**src/rtl/hazard_ctrl.sv**
```systemverilog
// Pipeline hazard controller: load-use bubbles, memory-busy freeze and wrong-path squash.
// Stall/flush outputs are combinational; state, bubble counter and perf counters are registered.
module hazard_ctrl #(
    parameter int unsigned LOAD_LAT = 1,
    parameter int unsigned CNT_W    = 32
) (
    input  logic             clk,
    input  logic             rst,
    input  logic             id_valid,
    input  logic [4:0]       id_rs1,
    input  logic [4:0]       id_rs2,
    input  logic             id_use_rs1,
    input  logic             id_use_rs2,
    input  logic [4:0]       ex_wa,
    input  logic             ex_regWrite,
    input  logic             ex_memOrReg,
    input  logic             ex_redirect,
    input  logic             mem_busy,
    output logic             pc_stall,
    output logic             ifid_stall,
    output logic             ifid_flush,
    output logic             idex_stall,
    output logic             idex_flush,
    output logic             exmem_stall,
    output logic [1:0]       hz_state,
    output logic [CNT_W-1:0] stall_cycles,
    output logic [CNT_W-1:0] bubble_cnt,
    output logic [CNT_W-1:0] redirect_cnt
);

    typedef enum logic [1:0] {
        RUN      = 2'd0,
        LU_STALL = 2'd1,
        MEM_WAIT = 2'd2,
        UNUSED   = 2'd3
    } hz_state_t;

    localparam logic [2:0]       LAT_M1  = 3'(LOAD_LAT - 1);
    localparam logic [CNT_W-1:0] CNT_ONE = CNT_W'(1);

    hz_state_t        r_state;
    logic [2:0]       r_cnt;
    logic [CNT_W-1:0] r_stall_cycles;
    logic [CNT_W-1:0] r_bubble_cnt;
    logic [CNT_W-1:0] r_redirect_cnt;

    hz_state_t        w_next_state;
    logic [2:0]       w_next_cnt;
    logic             w_lu;
    logic             w_in_stall;
    logic             w_bubble;
    logic             w_redirect;

    // x0 is hardwired zero, so a load targeting it never creates a dependency.
    assign w_lu = id_valid && ex_regWrite && ex_memOrReg && (ex_wa != 5'd0) &&
                  ((id_use_rs1 && (id_rs1 == ex_wa)) || (id_use_rs2 && (id_rs2 == ex_wa)));

    // MEM_WAIT resumes an interrupted load-use stall when bubbles remain.
    assign w_in_stall = ((r_state == LU_STALL) || (r_state == MEM_WAIT)) && (r_cnt != 3'd0);

    always_comb begin
        pc_stall     = 1'b0;
        ifid_stall   = 1'b0;
        ifid_flush   = 1'b0;
        idex_stall   = 1'b0;
        idex_flush   = 1'b0;
        exmem_stall  = 1'b0;
        w_next_state = RUN;
        w_next_cnt   = r_cnt;
        w_bubble     = 1'b0;
        w_redirect   = 1'b0;
        if (rst) begin
            ifid_flush = 1'b1;
            idex_flush = 1'b1;
            w_next_cnt = 3'd0;
        end else if (mem_busy) begin
            pc_stall     = 1'b1;
            ifid_stall   = 1'b1;
            idex_stall   = 1'b1;
            exmem_stall  = 1'b1;
            w_next_state = MEM_WAIT;
        end else if (ex_redirect) begin
            ifid_flush = 1'b1;
            idex_flush = 1'b1;
            w_redirect = 1'b1;
            w_next_cnt = 3'd0;
        end else if (w_in_stall) begin
            pc_stall     = 1'b1;
            ifid_stall   = 1'b1;
            idex_flush   = 1'b1;
            w_bubble     = 1'b1;
            w_next_cnt   = r_cnt - 3'd1;
            w_next_state = (r_cnt == 3'd1) ? RUN : LU_STALL;
        end else if (w_lu) begin
            pc_stall     = 1'b1;
            ifid_stall   = 1'b1;
            idex_flush   = 1'b1;
            w_bubble     = 1'b1;
            w_next_cnt   = LAT_M1;
            w_next_state = (LAT_M1 != 3'd0) ? LU_STALL : RUN;
        end
    end

    always_ff @(posedge clk) begin
        if (rst) begin
            r_state        <= RUN;
            r_cnt          <= 3'd0;
            r_stall_cycles <= '0;
            r_bubble_cnt   <= '0;
            r_redirect_cnt <= '0;
        end else begin
            r_state <= w_next_state;
            r_cnt   <= w_next_cnt;
            if (pc_stall) begin
                r_stall_cycles <= r_stall_cycles + CNT_ONE;
            end
            if (w_bubble) begin
                r_bubble_cnt <= r_bubble_cnt + CNT_ONE;
            end
            if (w_redirect) begin
                r_redirect_cnt <= r_redirect_cnt + CNT_ONE;
            end
        end
    end

    assign hz_state     = r_state;
    assign stall_cycles = r_stall_cycles;
    assign bubble_cnt   = r_bubble_cnt;
    assign redirect_cnt = r_redirect_cnt;

endmodule

```
**config.mk**
```make
export PLATFORM = sky130hd
export DESIGN_NAME = hazard_ctrl
export DESIGN_NICKNAME = d
export VERILOG_FILES = /design/src/rtl/hazard_ctrl.sv
export SDC_FILE = /design/constraint.sdc
export NUM_CORES = 1
export LEC_CHECK = 0
export BUFFER_PORTS_ARGS = -buffer_cell sky130_fd_sc_hd__buf_2
export CAP_MARGIN = 15
export CORE_MARGIN = 3
export CORE_UTILIZATION = 45
export DETAILED_ROUTE_END_ITERATION = 7
export GPL_ROUTABILITY_DRIVEN = 0
export MAX_ROUTING_LAYER = met4
export PLACE_DENSITY = 0.69
export SLEW_MARGIN = 15
export SYNTH_ARGS = -nofsm -noshare
export SYNTH_HDL_FRONTEND = slang
export SYNTH_SLANG_ARGS = --single-unit
```
**constraint.sdc**
```tcl
create_clock -name clk -period 3.5 [get_ports clk]
set_input_delay 0 -clock clk [delete_from_list [all_inputs] [get_ports clk]]
set_output_delay 0 -clock clk [all_outputs]
set_load 0.01 [all_outputs]
```
### Word level (Yosys, flattened, before mapping)

Index checks and enable logic that the tools add are counted.
W data, S select, Z words.

| word-level totals | value |
|---|---|
| input bits | 24 |
| word-level logic and storage cells | 54 |
| flip-flop bits (word level) | 101 |
| output and inout bits | 104 |

| cells by class | value |
|---|---|
| add/sub/neg operators | 4 |
| bitwise operators | 2 |
| muxes and demuxes | 23 |
| equal/unequal tests | 5 |
| reductions and logical operators | 14 |

Operator list:

| operator | number |
|---|---|
| $add A32 B1 Y32 const B | 3 |
| $mux W1 | 19 |
| $eq A5 B5 Y1 | 2 |
| $mux W3 | 3 |
| $logic_and A1 B1 Y1 | 7 |
| $reduce_bool A3 Y1 | 2 |
| $reduce_bool A5 Y1 | 1 |
| $reduce_or A4 Y1 | 1 |
| $eq A3 B1 Y1 const B | 1 |
| $sub A3 B1 Y3 const B | 1 |
| $eq A2 B1 Y1 const B | 1 |
| $eq A2 B2 Y1 const B | 1 |
| $logic_or A1 B1 Y1 | 2 |
| $mux W2 | 1 |
| $not A1 Y1 | 2 |
| $reduce_and A2 Y1 | 1 |

### Logic depth before layout (Yosys ltp)

Gate-level depths: netlist (run 1).

| logic depth | value |
|---|---|
| word-level depth | 9 |
| depth in mapped cells | 9 |
| gate-level depth less buffers | 8 |

### Worst setup path before layout (run 1)

OpenSTA, ideal clock, no wires.

| path | value |
|---|---|
| path kind | register to register |
| start point | reg r_bubble_cnt[11] (netlist: bubble_cnt[11]) |
| end point | reg r_bubble_cnt[31] (netlist: bubble_cnt[31]) |
| library setup time | 123 ps |
| period minus slack after synthesis | 2112 ps |
| data arrival time | 1988 ps |
| cell stages (with the launch flop) | 8 |
| data required time | 3377 ps |
| slack | 1388 ps |
| buffers on the path | 1 |
| path through | dfxtp_1 -> nand4_2 -> or3_1 -> buf_2 -> nor4_2 -> a21oi_2 -> nor3b_2 -> mux2_1 |

| on the way | value |
|---|---|
| word-level cells in the longest chain between the ends | 1 |

RTL lines:

| item | RTL line | text |
|---|---|---|
| start, declared | 44 | `logic [CNT_W-1:0] r_bubble_cnt;` |
| start signal, assigned | 118 | `r_bubble_cnt <= r_bubble_cnt + CNT_ONE;` |
| $add A32 B1 Y32 | 118 |  |

Every way passes these cells.
A chain may end at the register's enable or synchronous reset.

### Worst setup path after layout (run 1)

| path | value |
|---|---|
| start point | in mem_busy |
| end point | reg r_bubble_cnt[22] (netlist: bubble_cnt[22]) |

| on the way | value |
|---|---|
| word-level cells in the longest chain between the ends | 2 |

RTL lines:

| item | RTL line | text |
|---|---|---|
| start, declared | 18 | `input logic mem_busy,` |
| $mux W1 | 76 | `end else if (mem_busy) begin` |
| $mux W1 | 72 | `if (rst) begin` |

Every way passes these cells.

==> results of run 1 <==
worst max-delay path, stage by stage:
cell	delay (ns)
dlygate4sd3_1	0.54
buf_2	0.17
nor2_1	0.48
and3_1	0.34
nand3_1	0.26
nor4b_1	0.40
mux2_1	0.36
layer usage:
layer  global-route usage  vias up  routed length [um]  share of wire
li1                     -     2431                   -              -
met1               0.2620     2286                5936           0.46
met2               0.3318      113                6054           0.47
met3              0.03797       11                 723          0.056
met4              0.06010        0                 143          0.011
met5                    -        -                   0              0
per-stage QoR:
| step | utilization | cells | hold slack (ns) | cell area (um^2) | power, mW |
|---|---|---|---|---|---|
| 5_1_grt | 0.5548 | 861 | 0.2364 | 6120 | 2.359 |
| 4_1_cts | 0.5548 | 861 | 0.1999 | 6120 | 2.300 |
| 3_5_place_dp | 0.5275 | 845 | 0.3300 | 5818 | 1.312 |
| 3_3_place_gp | 0.5275 | 845 | 0.3348 | 5818 | 1.308 |
| 6_report | 0.5548 | 861 | 0.1951 | 6120 | 2.274 |
| 2_1_floorplan | - | 606 | 0.1282 | 5146 | 1.274 |
path summary, 6_finish.rpt:
path,from,endpoint,cells after the start
max,mem_busy,bubble_cnt[22],7
min,rst,redirect_cnt[1],2
max reg2reg,stall_cycles[2],stall_cycles[19],6
min reg2reg,redirect_cnt[31],redirect_cnt[31],2
cell type report:
cell class                 instances  area, um^2
clock inverter                     4       48.80
clock buffer                      11       242.7
timing repair buffer             131       670.6
tap                              140       175.2
fill                            1064        4911
multi-input combinational        459        2904
sequential                       101        2022
inverter                          15       56.30
registers in the layout, indices dropped and copies added, names as in the netlist:
register	cells
r_cnt	3
redirect_cnt	32
hz_state	2
stall_cycles	32
bubble_cnt	32
cells in the final DEF (no fill, tap or decap), types with 3 or more instances in the layout:
master	n
inv_1	14
mux2_1	14
and4_1	7
xnor2_1	16
ha_1	6
nand2b_1	3
and3_1	11
or3_1	21
a21oi_1	50
xor2_1	25
nand2_1	40
nand3_1	29
nand4_1	24
o31ai_1	23
or4_1	26
nor4_1	7
nor2b_1	19
nand3b_1	4
buf_2	126
clkbuf_16	9
a31o_1	5
buf_4	4
o21ai_1	7
and2_1	5
nor3_1	11
nor2_1	64
o21ai_0	13
dfxtp_1	101
mux2i_1	3
repair_timing:
| action | 4_1_cts | 5_1_grt |
|---|---|---|
| endpoints found under the setup margin | 0 | 0 |
| hold buffers | 1 | 0 |
| hold endpoints to repair | 1 | 0 |
Yosys cell counts, types with 11 or more instances:
cell type,number,share of area
or4_1,26,0.038
xnor2_1,16,0.027
nand3_1,29,0.028
dfxtp_1,101,0.39
nor2b_1,19,0.023
nor3_1,11,0.011
and3_1,11,0.013
mux2_1,14,0.031
inv_1,14,0.010
or3_1,21,0.026
nor2_1,64,0.047
nand2_1,40,0.029
clkbuf_1,14,0.010
o21ai_0,13,0.013
a21oi_1,50,0.049
o31ai_1,23,0.034
xor2_1,25,0.043
nand4_1,24,0.029
where the power goes:
group,total (mW),switching (mW),internal [mW],leakage (nW)
registers,1.16,0.00825,1.16,0.814
clock network,0.988,0.419,0.569,0.145
logic,0.122,0.0783,0.0435,1.50
kinds of logic (layout without fill, tap and decap cells):
| logic type | Yosys count | after routing | synth area share |
|---|---|---|---|
| AOI/OAI and AO/OA | 110 | 110 | 0.1337 |
| DFF | 101 | 101 | 0.3929 |
| xor gates and xnor gates | 41 | 41 | 0.06978 |
| and+or+nand+nor | 285 | 285 | 0.3083 |
| adders and majority gates | 6 | 6 | 0.01459 |
| buffers and inverters | 46 | 161 | 0.04425 |
| muxes | 17 | 17 | 0.03647 |
==> results.sh, run 1 <==
export IMPL_status="complete, no violations"
export IMPL_grt_pass1_wl_um=21180
export IMPL_fmax_ghz=0.4282
export IMPL_grt_max_degree=75
export IMPL_antenna_found_initial=0
export IMPL_htree_levels=3
export IMPL_syn_cell_area_mm2=0.005146
export IMPL_slew_viol_final=0
export IMPL_fin_tns_setup_ns=0
export IMPL_nets=747
export IMPL_routed_via_density=5.623
export IMPL_core_area_mm2=0.01103
export IMPL_rows=38
export IMPL_dr_pass1_iters=4
export IMPL_yosys_warnings=0
export IMPL_cts_tree="yes"
export IMPL_cts_resized=0
export IMPL_hpwl_um=9099
export IMPL_worst_pin_slew_ns=0.8882
export IMPL_clock_sinks=101
export IMPL_synth_seq_cells=101
export IMPL_grt_pass1_vias=4416
export IMPL_clk_pin_slew_ns=0.06
export IMPL_layout_setup_ws_ns=1.165
export IMPL_ant_nets=0
export IMPL_postSynth_asyncResetShare=0
export IMPL_grt_overflow_total=0
export IMPL_via_count=4841
export IMPL_yosys_most_used_dff="dfxtp_1"
export IMPL_timing_slew_headroom=0.4064
export IMPL_rsz0062_at_grt="no"
export IMPL_syn_inst=606
export IMPL_die_w_um=112.9
export IMPL_clk_latency_ns=0.34
export IMPL_wirelength_um=12860
export IMPL_track_usage=0.2049
export IMPL_synth_nets=636
export IMPL_numCtsBuffers=9
export IMPL_ir_drop_uv=284.0
export IMPL_period_share=0.6672
export IMPL_ios=128
export IMPL_port_buffers=127
export IMPL_ys_seq_area_frac=0.3929
export IMPL_hp_class="in2reg"
export IMPL_initial_core_util=0.4665
export IMPL_synth_cell_types=54
export IMPL_drive_gt1_frac=0.2178
export IMPL_setup_violations=0
export IMPL_powerDensity_mw_per_mm2=371.6
export IMPL_arrival_ns=2.56
export IMPL_route_detailed_drc=0
export IMPL_synth_edf_count=0
export IMPL_routedWlPerCell_um=14.93
export IMPL_hold_viol=0
export IMPL_clock_path_buffers=2
export IMPL_fin_skew_ns=0.006629
export IMPL_n_antenna_cell=0
export IMPL_die_y_um=112.9
export IMPL_area_growth_pct=18.92
export IMPL_min_period_ns=2.335
export IMPL_critPathLaunchType="input pin"
export IMPL_path_class="in2reg"
export IMPL_worstPathRequired_ns=3.73
export IMPL_end_kind="register"
export IMPL_syn_avg_cell_area_um2=8.492
export IMPL_die_area_mm2=0.01276
export IMPL_crit_fanout=8
export IMPL_drt_iter0_markers=334
export IMPL_clockRootBuffer="clkbuf_16"
export IMPL_postCtsSetupBuffers=0
export IMPL_maxCapViolCount=0
export IMPL_p_leak_nw=2.464
export IMPL_post_place_ws_ns=1.052
export IMPL_r2r_slack_ns=1.20
Note: power is estimated with default switching activity, not from simulation.
==> run 2, diff against run 1 <==
ABC_AREA = 1   (was unset)
PLACE_DENSITY = 0.71   (was 0.69)
clock period = 1.95 ns   (was 3.5 ns; I/O delays follow)
==> run 2 against run 1 <==
Hold slack lost 0.11 ns. Global-route usage grew 1.4 points. Clock skew shrank 0.00063 ns. Cell count grew 47%. Setup slack lost 1.0 ns. Synthesized cell count grew 57%. Area after synthesis grew 16%. Via count grew 33%. Critical path type is now reg2out. Critical endpoint is now idex_flush. Highest routed layer unchanged.
==> results.sh, run 2 <==
export IMPL_status="complete, no violations"
export IMPL_clock_sinks=101
export IMPL_post_place_ws_ns=-0.001598
export IMPL_clockRootBuffer="clkbuf_16"
export IMPL_worst_pin_slew_ns=0.5468
export IMPL_critPathLaunchType="register"
export IMPL_grt_pass1_wl_um=25760
export IMPL_timing_slew_headroom=0.6355
export IMPL_p_leak_nw=3.172
export IMPL_layout_common_cells="nand2_1 (256), nor2_1 (149), buf_2 (126)"
export IMPL_period_share=0.9348
export IMPL_crit_slowest_cell="dfxtp_2"
export IMPL_nets=1117
export IMPL_design_area_mm2=0.007259
export IMPL_antenna_found_initial=0
export IMPL_initial_core_util=0.4665
export IMPL_final_common_cell="nand2_1"
export IMPL_place_area_mm2=0.006839
export IMPL_synth_seq_cells=101
export IMPL_ios=128
export IMPL_hp_class="in2reg"
export IMPL_setup_violations=0
export IMPL_syn_inst=953
export IMPL_drt_iter0_markers=483
export IMPL_worstPathRequired_ns=1.95
export IMPL_yosys_warnings=0
export IMPL_path_cells="inv_1 -> ha_1 -> nand2_1 -> and3_1 -> inv_1 -> nand2_4 -> o21ai_2 -> nand2_1 -> buf_2"
export IMPL_yosys_area_top_type_share=0.3379
export IMPL_fin_skew_ns=0.006004
export IMPL_clkPwrFrac=0.442
export IMPL_min_period_ns=1.823
export IMPL_syn_cell_area_mm2=0.005983
export IMPL_syn_avg_cell_area_um2=6.278
export IMPL_area_growth_pct=21.33
export IMPL_holdWs_ns=0.08932
export IMPL_via_count=6431
export IMPL_synth_area_top_cells="dfxtp_1 (34%), nand2_1 (16%), nor2_1 (9.7%)"
export IMPL_clk_latency_ns=0.36
export IMPL_core_area_mm2=0.01282
export IMPL_routed_via_density=5.088
export IMPL_htree_levels=3
export IMPL_fmax_ghz=0.5486
export IMPL_powerDensity_mw_per_mm2=571.6
export IMPL_layout_setup_ws_ns=0.1272
export IMPL_r2r_slack_ns=0.15
export IMPL_path_class="reg2out"
export IMPL_synth_nets=983
export IMPL_end_kind="output port"
export IMPL_port_buffers=127
export IMPL_route_detailed_drc=0
export IMPL_die_area_mm2=0.01472
export IMPL_maxCapViolCount=0
export IMPL_n_antenna_cell=0
export IMPL_clk_pin_slew_ns=0.07
export IMPL_dr_pass1_iters=5
export IMPL_power_internal_mw=3.148
export IMPL_ys_seq_area_frac=0.3379
export IMPL_synth_cell_types=40
export IMPL_utilization=0.5660
export IMPL_seq_power_share=0.501
export IMPL_cpPeakStageDelay_ns=0.33
export IMPL_grt_max_degree=63
export IMPL_wirelength_um=15830
export IMPL_routedWlPerCell_um=12.52
export IMPL_postSynth_asyncResetShare=0
export IMPL_grt_overflow_total=0
export IMPL_swShare=0.2414
export IMPL_ant_nets=0
export IMPL_ir_drop_uv=617.2
export IMPL_yosys_top_cells_count="nand2_1 (256), nor2_1 (154), inv_1 (102)"
export IMPL_clock_path_buffers=2
export IMPL_cts_tree="yes"
export IMPL_yosysMostFrequentCell="nand2_1"
export IMPL_track_usage=0.2192
export IMPL_synth_edf_count=0
export IMPL_p_sw_mw=1.002
export IMPL_comb_power_share=0.058
export IMPL_crit_fanout=8
export IMPL_fin_tns_setup_ns=0
export IMPL_arrival_ns=1.82
export IMPL_hold_viol=0
export IMPL_synth_top_area_cell="dfxtp_1"
export IMPL_numCtsBuffers=9
export IMPL_die_w_um=121.3
export IMPL_drive_gt1_frac=0.1978
export IMPL_die_y_um=121.3
export IMPL_rows=41
export IMPL_yosys_most_used_dff="dfxtp_1"
export IMPL_slew_viol_final=0
export IMPL_rsz0062_at_grt="no"
export IMPL_grt_pass1_vias=5457
export IMPL_hpwl_um=11670
[run 2: repair_timing]
item	in CTS	in global routing
setup buffers	2	4
hold buffers	1	0
setup endpoints to repair	5	21
gates resized for setup	3	16
cloned	0	0
endpoints found under the hold margin	3	0
pin swaps	2	5
[run 2: metal layers]
layer  vias to the layer above  share of wire  wire, um  track usage
met3                        16          0.065      1028      0.05408
li1                       3344              -         -            -
met1                      2880           0.48      7673       0.3015
met5                         -              0         0            -
met4                         0          0.012       184      0.04972
met2                       191           0.44      6942       0.3271
[run 2: layout make-up]
class                   count  area [um^2]
repair buffers            153        852.1
clock buffers               9        225.2
inverters                 111        417.9
clock inverters             7        75.07
multi-input cells         711         3448
fillers                  1341         5565
flip-flops and latches    101         2026
well taps                 172        215.2
[run 2: final timing paths]
path,startpoint,endpoint,depth (start not counted)
setup / recovery,r_cnt[0],idex_flush,9
hold / removal,ex_redirect,r_cnt[0],4
setup reg to reg,stall_cycles[0],stall_cycles[18],11
hold reg to reg,r_cnt[0],r_cnt[0],1
[run 2: cells by family (layout without fill, tap and decap cells)]
logic type      count (synthesis)  count (layout)  synth area share
simple gates                  571             571            0.4210
buf+inv                       141             280           0.09494
compound gates                109             109           0.09703
flops                         101             101            0.3379
xor+xnor                       25              25           0.03660
fa+ha+maj                       6               6           0.01255
[run 2: per-stage QoR]
| step | power (mW) | std cells |
|---|---|---|
| global placement | 2.354 | 1241 |
| finish | 4.150 | 1264 |
| floorplan | 2.272 | 953 |
| CTS | 4.201 | 1260 |
| global route | 4.317 | 1264 |
| detailed placement | 2.357 | 1241 |
[run 2: critical path: cells and delay by family (launching register included)]
family                   cells  cell delay [ns]
flip-flops                   1             0.33
AND/OR/NAND/NOR              4             0.44
AO/OA/AOI/OAI                1             0.20
buffers and inverters        3             0.35
adder cells (fa/ha/maj)      1             0.14
[run 2: power groups by stage]
stage | combinational [mW] | sequential [mW] | clock (mW)
global route | 0.268 | 2.08 | 1.97
floorplan | 0.146 | 2.13 | 0
global placement | 0.229 | 2.12 | 0
CTS | 0.235 | 2.08 | 1.89
detailed placement | 0.232 | 2.12 | 0
finish | 0.239 | 2.08 | 1.83
==> run 3, diff against run 2 <==
CELL_PAD_IN_SITES_DETAIL_PLACEMENT = 1   (was unset)
CELL_PAD_IN_SITES_GLOBAL_PLACEMENT = 1   (was unset)
CORE_UTILIZATION = 34   (was 45)
PLACE_DENSITY = unset   (was 0.71)
PLACE_DENSITY_LB_ADDON = 0.1   (was unset)
==> run 3 against run 2 <==
Hold slack worse by 0.00096 ns. Combinational power rose by 15%. Non-clock buffer count rose by 12. Utilization is 12 points lower. Fmax decreased by 2.2%. Critical path depth unchanged. Total power is 0.35% lower. Via count up 2.9%. Wire length up 24%. Die area up 31%. First-iteration DRC count decreased by 38%.
==> results.sh, run 3 (synthesized netlist as in run 2, its figures left out) <==
export IMPL_holdWs_ns=0.08835
export IMPL_cts_tree="yes"
export IMPL_post_place_ws_ns=0.03674
export IMPL_final_common_cell="nand2_1"
export IMPL_reg2reg_depth=9
export IMPL_layout_common_cells="nand2_1 (256), nor2_1 (145), buf_2 (127)"
export IMPL_period_share=0.9555
export IMPL_grt_overflow_total=0
export IMPL_maxCapViolCount=0
export IMPL_grt_pass1_wl_um=31510
export IMPL_via_count=6619
export IMPL_timing_rr_start="stall_cycles[2]"
export IMPL_route_detailed_drc=0
export IMPL_worst_pin_slew_ns=0.5616
export IMPL_area_growth_pct=24.95
export IMPL_cp_endpoint="stall_cycles[31]"
export IMPL_path_class="reg2reg"
export IMPL_clockRootBuffer="clkbuf_16"
export IMPL_r2r_slack_ns=0.09
export IMPL_track_usage=0.2001
export IMPL_layout_setup_ws_ns=0.08682
export IMPL_fin_skew_ns=0.006792
export IMPL_setup_violations=0
export IMPL_ir_drop_uv=422.8
export IMPL_wirelength_um=19670
export IMPL_ant_nets=0
export IMPL_die_area_mm2=0.01923
export IMPL_dr_pass1_iters=4
export IMPL_ios=128
export IMPL_min_period_ns=1.863
export IMPL_drive_gt1_frac=0.2085
export IMPL_arrival_ns=2.11
export IMPL_grt_max_degree=63
export IMPL_rsz0062_at_grt="yes"
export IMPL_critPathLaunchType="register"
export IMPL_powerDensity_mw_per_mm2=553.2
export IMPL_clk_pin_slew_ns=0.07
export IMPL_initial_core_util=0.3545
export IMPL_htree_levels=3
export IMPL_worstPathRequired_ns=2.19
export IMPL_routedWlPerCell_um=14.86
export IMPL_hold_viol=0
export IMPL_hp_class="in2reg"
export IMPL_die_w_um=138.7
export IMPL_timing_slew_headroom=0.6256
export IMPL_fill_cells=2313
export IMPL_clock_path_buffers=2
export IMPL_fmax_ghz=0.5367
export IMPL_antenna_found_initial=1
export IMPL_worstSetupStartpoint="stall_cycles[2]"
export IMPL_drt_iter0_markers=301
export IMPL_p_leak_nw=3.243
export IMPL_clock_sinks=101
export IMPL_core_area_mm2=0.01688
export IMPL_crit_fanout=5
export IMPL_slew_viol_final=0
export IMPL_rows=47
export IMPL_die_y_um=138.7
export IMPL_clk_latency_ns=0.35
export IMPL_end_kind="register"
export IMPL_port_buffers=127
export IMPL_r2r_end="stall_cycles[31]"
export IMPL_status="complete, no violations"
export IMPL_numCtsBuffers=9
export IMPL_nets=1129
export IMPL_grt_pass1_vias=6257
export IMPL_hpwl_um=14230
export IMPL_routed_via_density=4.999
## run 3: layout make-up
class | instances | area (um^2) | share of cell area
clock inverter | 2 | 35.03 | 0.004686
antenna | 1 | 2.502 | 0.0003347
sequential | 101 | 2027 | 0.2711
tap | 220 | 275.3 | 0.03682
timing repair buffer | 165 | 978.4 | 0.1309
multi-input combinational | 711 | 3497 | 0.4678
inverter | 111 | 420.4 | 0.05623
clock buffer | 13 | 240.2 | 0.03213
## run 3: how the worst min path moves through the flow
| stage | from | to | slack [ns] | cells after the start |
|---|---|---|---|---|
| after CTS | ex_redirect | r_cnt[0] | 0.1 | 4 |
| after global placement | mem_busy | hz_state[1] | 0.35 | 3 |
| final | ex_redirect | r_cnt[2] | 0.09 | 4 |
| after global routing | ex_redirect | r_cnt[2] | 0.10 | 4 |
| after detailed placement | mem_busy | hz_state[1] | 0.35 | 3 |
| after floorplan | mem_busy | hz_state[1] | 0.16 | 2 |
## run 3: what timing repair did
item	CTS	global route
hold buffers	1	0
setup buffers	0	7
resized for setup	3	30
pin swaps	0	8
setup endpoints to repair	3	62
cloned	0	3
hold endpoints to repair	2	0
## run 3: metal layers
metal | wire length, um | GRT usage
met3 | 676 | 0.04034
met4 | 132 | 0.03141
met5 | 0 | -
met1 | 9907 | 0.2769
met2 | 8955 | 0.3101
## run 3: through the flow
step	cells	setup TNS [ns]	power [mW]	util	area, um^2
5_1_grt	1324	-0.1077	4.327	0.4430	7476
3_3_place_gp	1297	0	2.362	0.4123	6959
3_5_place_dp	1297	0	2.367	0.4123	6959
6_report	1324	0	4.135	0.4430	7476
4_1_cts	1313	0	4.187	0.4297	7252
2_1_floorplan	953	0	2.272	-	5983
## run 3: critical path, stage by stage (launching register included)
cell	delay (ns)
dfxtp_1	0.44
nand3_1	0.15
nor2_2	0.22
nand4_2	0.21
nor2_4	0.19
nand4_1	0.18
nor2_1	0.18
nand3_1	0.09
nand2_1	0.06
nor2_1	0.04
## run 3: where the power goes
part           switching (mW)  internal (mW)
Sequential            0.00712           2.07
Combinational           0.181         0.0935
Clock                   0.794          0.991
Total                   0.982           3.15
